### config.mk
export PLATFORM = sky130hd
export DESIGN_NAME = sdram_dma_reader
export DESIGN_NICKNAME = d
export VERILOG_FILES = /design/src/rtl/sdram_dma_reader.sv
export SDC_FILE = /design/constraint.sdc
export NUM_CORES = 1
export LEC_CHECK = 0
export ABC_AREA = 1
export CAP_MARGIN = 15
export CELL_PAD_IN_SITES_DETAIL_PLACEMENT = 1
export CELL_PAD_IN_SITES_GLOBAL_PLACEMENT = 2
export CORE_AREA = 2 2 246 175
export CTS_BUF_LIST = sky130_fd_sc_hd__clkbuf_4
export DETAILED_ROUTE_END_ITERATION = 6
export DIE_AREA = 0 0 248 177
export PLACE_DENSITY_LB_ADDON = 0.1
export SETUP_SLACK_MARGIN = 0.02
export SYNTH_ARGS = -nofsm -noshare
export SYNTH_HDL_FRONTEND = slang
export SYNTH_SLANG_ARGS = --single-unit
export TNS_END_PERCENT = 30
### constraint.sdc
create_clock -name CLK -period 5.1 [get_ports CLK]
set_clock_uncertainty 0.05 [all_clocks]
set_input_delay 1.275 -clock CLK [delete_from_list [all_inputs] [get_ports CLK]]
set_output_delay 1.275 -clock CLK [all_outputs]
set_load 0.02 [all_outputs]
### src/rtl/sdram_dma_reader.sv
// Reads one buffer of 128-bit words from an Avalon-style pipelined SDRAM port
// into a downstream FIFO, throttled by outstanding-read count and FIFO space.
module sdram_dma_reader #(
    parameter int MAX_PENDING = 16
) (
    input  logic         CLK,
    input  logic         SRST,
    input  logic [27:0]  START_ADR,
    input  logic [27:0]  BUF_SIZE,
    input  logic         START,
    output logic [15:0]  DONE_CNT,
    output logic         BUSY,
    input  logic [10:0]  FIFO_SPACE,
    output logic [127:0] OUT_DATA,
    output logic         OUT_DV,
    output logic [27:0]  SDRAM_ADDRESS,
    output logic         SDRAM_READ,
    input  logic         SDRAM_WAITREQUEST,
    input  logic [127:0] SDRAM_READDATA,
    input  logic         SDRAM_READDATAVALID
);

    localparam logic [1:0] S_IDLE  = 2'd0;
    localparam logic [1:0] S_READ  = 2'd1;
    localparam logic [1:0] S_DRAIN = 2'd2;
    localparam logic [1:0] S_DONE  = 2'd3;

    localparam logic [5:0] MAXP = 6'(MAX_PENDING);

    logic [1:0]   r_state;
    logic [1:0]   w_state_nxt;
    logic [27:0]  r_addr;
    logic [27:0]  r_remaining;
    logic [27:0]  w_rem_nxt;
    logic [5:0]   r_pending;
    logic [5:0]   w_pend_nxt;
    logic         r_read;
    logic         r_out_dv;
    logic [127:0] r_out_data;
    logic [15:0]  r_done_cnt;
    logic         w_accept;
    logic         w_issue;
    logic         w_beat_ok;

    assign w_accept = r_read & ~SDRAM_WAITREQUEST;
    // Pending net of the beat already on OUT_DV; a beat with nothing left to cover is stale.
    assign w_beat_ok = (r_pending - {5'd0, r_out_dv}) != 6'd0;

    always_comb begin
        w_state_nxt = r_state;
        w_rem_nxt   = r_remaining;
        w_pend_nxt  = r_pending + {5'd0, w_accept} - {5'd0, r_out_dv};
        if (w_accept && (r_remaining != '0)) begin
            w_rem_nxt = r_remaining - 28'd1;
        end
        case (r_state)
            S_IDLE: begin
                if (START) begin
                    w_rem_nxt   = BUF_SIZE;
                    w_state_nxt = (BUF_SIZE != '0) ? S_READ : S_DONE;
                end
            end
            S_READ: begin
                if (w_accept && (r_remaining == 28'd1)) begin
                    w_state_nxt = S_DRAIN;
                end
            end
            S_DRAIN: begin
                if (r_pending == '0) begin
                    w_state_nxt = S_DONE;
                end
            end
            default: w_state_nxt = S_IDLE;
        endcase
    end

    // Launch decision uses the pending count of the cycle the request first appears.
    assign w_issue = (w_state_nxt == S_READ) && (w_rem_nxt != '0) && (w_pend_nxt < MAXP)
                     && (({6'd0, w_pend_nxt} + 12'd1) <= {1'b0, FIFO_SPACE});

    always_ff @(posedge CLK) begin
        if (SRST) begin
            r_state     <= S_IDLE;
            r_addr      <= '0;
            r_remaining <= '0;
            r_pending   <= '0;
            r_read      <= 1'b0;
            r_out_dv    <= 1'b0;
            r_out_data  <= '0;
            r_done_cnt  <= '0;
        end else begin
            r_state     <= w_state_nxt;
            r_remaining <= w_rem_nxt;
            r_pending   <= w_pend_nxt;
            if ((r_state == S_IDLE) && START) begin
                r_addr <= START_ADR;
            end else if (w_accept) begin
                r_addr <= r_addr + 28'd1;
            end
            if (r_read && SDRAM_WAITREQUEST) begin
                r_read <= 1'b1;
            end else begin
                r_read <= w_issue;
            end
            r_out_data <= SDRAM_READDATA;
            r_out_dv   <= SDRAM_READDATAVALID && w_beat_ok;
            if (r_state == S_DONE) begin
                r_done_cnt <= r_done_cnt + 16'd1;
            end
        end
    end

    assign DONE_CNT      = r_done_cnt;
    assign BUSY          = (r_state != S_IDLE);
    assign OUT_DATA      = r_out_data;
    assign OUT_DV        = r_out_dv;
    assign SDRAM_ADDRESS = r_addr;
    assign SDRAM_READ    = r_read;

endmodule
==> flow_summary.toml, run 1 <==
[timing]
final-hold-violation-count = 0
slew_violations = 0
period_needed_ps = 4420
worstMarginPinSlew_ps = 966
min_period_over_period = 0.867
fin_ws_ps = 681
rsz0062_at_grt = "no"
fmax_ghz = 0.226
finalSetupViolCount = 0
relSlewSlack = 0.356
whs_ps = 425

[finish]
fill_cells = 5175
fin_util = 0.349
syn_to_final_growth_pct = 53.4
final_common_cell = "clkdlybuf4s50_1"
drive_above_1_share = 0.0777
nNetsFinal = 1993
final_cell_mix = "373 x clkdlybuf4s50_1, 285 x nand2_1, 264 x nor2_1"

[clock_network]
cts_resized = 0
clockRootBuffer = "clkbuf_4"
cts_tree = "yes"
cts_setup_buffers = 0
cts_buffers = 59
cts.sinks = 210
ctsHoldBuffers = 0
cts_buffer_depth = 3
path_clk_slew_ps = 60
cts_htree_levels = 2
clkLatencyLatePin_ps = 740

[setup_path]
crit_arrival_ps = 5010
startpoint_type = "primary input"
critPathRequiredTime_ps = 5690
crit_path_max_fanout = 3
critPathKind = "primary input to register"
end_kind = "register"

[global_route]
met2_usage = 0.262
grt.overflow.total = 0
track_usage = 0.175
top_usage_layer = "met2"
grt_pass1_wl_mm = 58.8
antenna_found_initial = 9
use_met3 = 0.0740
met1_usage = 0.229
grt_pass1_vias = 10100
grt_max_degree = 156

[yosys]
ys_seq_elements = 210
synth_area_leaders = "dfxtp_1 44%, nand2_1 11%, nor2_1 10%"
synthFlopType = "dfxtp_1"
yosysWarnings = 0
syn_area_per_cell_um2 = 6.96
yosysUniqueCellTypes = 45
synthArstFlopShare = 0
synth_nets = 1590
synth_top_cell_by_area = "dfxtp_1"
syn_area_um2 = 9490
synth-edff-count = 0
post-synth-top-area-fraction = 0.443
syn_inst = 1365
yosysSeqAreaShare = 0.443

[floorplan]
core_area_um2 = 41700
die-area_um2 = 43900
io_pins = 375
start_util = 0.228
die_w_um = 248
dieHeight_um = 177
num_rows = 63

[power]
p_leak_nw = 6.64
peakVddDrop_v = 0.000160
power_density_nw_per_um2 = 349

[routing]
first_iter_violations = 324
drtAntennaViolNets = 0
drc = 0
routed_wl_mm = 38.8
first_pass_iters = 4
vias_per_cell = 4.09
routedWlPerCell_um = 16.4
vias = 9695

[placement]
gp_congestion = 0.770
dp_slack_ps = -59.8
dpl.hpwl_mm = 30.1
port_buffers = 374

[status]
status = "finished, final reports clean"

[job]
drv_cap = 0

[worst_hold_path]
hold_class = "register to register"
==> report_power, final <==
| part | switching, mW | internal [mW] | leakage, nW | total, mW |
|---|---|---|---|---|
| combinational | 0.964 | 0.720 | 4.47 | 1.68 |
| sequential | 0.0961 | 1.77 | 1.74 | 1.86 |
| clock | 0.787 | 0.754 | 0.430 | 1.54 |
==> cell usage after synthesis (6+ instances only) <==
cell type  number
o21ai_0        37
buf_2           7
nor2_2         13
or2_2           6
nand2_1       286
xor2_1         18
inv_1         249
xnor2_1        10
nand3_1        61
a21oi_1        34
nand4_1        17
inv_2           6
nor2_1        264
ha_1           24
dfxtp_1       210
nor3_1         21
clkbuf_1       27
==> state kept, by name, indices dropped and copies added, names as in the netlist <==
register	flops
r_state	2
r_pending	6
OUT_DV	1
DONE_CNT	16
r_remaining	28
OUT_DATA	128
SDRAM_READ	1
SDRAM_ADDRESS	28
==> area by class of cell <==
cell class / instances / area [um^2] / share of cell area
tap: 552 / 691 / 0.0474
clock buffer: 83 / 623 / 0.0428
sequential: 210 / 4200 / 0.289
clock inverter: 24 / 104 / 0.00713
inverter: 255 / 957 / 0.0657
multi-input combinational: 857 / 4140 / 0.284
timing repair buffer: 385 / 3840 / 0.264
antenna: 4 / 10.0 / 0.000687
==> worst max-delay path: stages <==
cell,delay (ps)
clkdlybuf4s50_1,420
or2_1,290
ha_1,290
inv_1,60
ha_1,160
inv_1,60
fa_1,490
inv_1,80
ha_1,170
nor3b_1,300
xnor2_1,160
ha_1,260
nand2_1,100
nor2_1,50
a211o_1,290
a21oi_1,150
o211ai_1,130
nor2_1,120
nand2_1,70
a21oi_2,100
==> kinds of logic after synthesis <==
family	count (synthesis)	synth area share
simple gates	698	0.311
buf+inv	298	0.122
flops	210	0.443
compound gates	106	0.0651
xor+xnor	28	0.0258
fa+ha+maj	25	0.0337
==> stage by stage <==
stage          cell area, um^2  total power, mW  std cells  setup TNS, ps
2_1_floorplan             9490             2.91       1365              0
3_3_place_gp             13800             3.58       2259          -5.48
3_5_place_dp             13800             3.61       2259          -59.8
4_1_cts                  14600             5.23       2366              0
5_1_grt                  14600             5.52       2368              0
6_report                 14600             5.09       2370              0
==> routing by layer <==
layer  wire, um  vias to the layer above  part of all wire
met5         64                        -            0.0017
met4        787                       10             0.020
met3       3450                       64             0.089
met2      16600                      254              0.43
met1      17800                     4376              0.46
li1           -                     4991                 -
==> worst paths after layout <==
check,cells past startpoint,end,start,slack [ps]
max reg2reg,20,SDRAM_READ,SDRAM_READ,1300
max,20,SDRAM_READ,SDRAM_WAITREQUEST,680
min reg2reg,1,DONE_CNT[15],DONE_CNT[15],420
min,1,DONE_CNT[15],DONE_CNT[15],420
Power figures use the tool's default switching activity.
==> run 2: changes to the inputs <==
--- a/config.mk
+++ b/config.mk
@@ -11,6 +11,7 @@
 export CELL_PAD_IN_SITES_GLOBAL_PLACEMENT = 2
 export CORE_AREA = 2 2 246 175
 export CTS_BUF_LIST = sky130_fd_sc_hd__clkbuf_4
+export CTS_CLUSTER_DIAMETER = 60
 export DETAILED_ROUTE_END_ITERATION = 6
 export DIE_AREA = 0 0 248 177
 export PLACE_DENSITY_LB_ADDON = 0.1
==> results of run 2 <==
The final DEF is identical to that of run 1; final timing and power are the same.
==> run 3: changes to the inputs <==
--- a/config.mk
+++ b/config.mk
@@ -11,7 +11,7 @@
 export CELL_PAD_IN_SITES_GLOBAL_PLACEMENT = 2
 export CORE_AREA = 2 2 246 175
 export CTS_BUF_LIST = sky130_fd_sc_hd__clkbuf_4
-export CTS_CLUSTER_DIAMETER = 60
+export CTS_CLUSTER_DIAMETER = 80
 export DETAILED_ROUTE_END_ITERATION = 6
 export DIE_AREA = 0 0 248 177
 export PLACE_DENSITY_LB_ADDON = 0.1
==> results of run 3 <==
The final DEF is identical to that of run 1; final timing and power are the same.
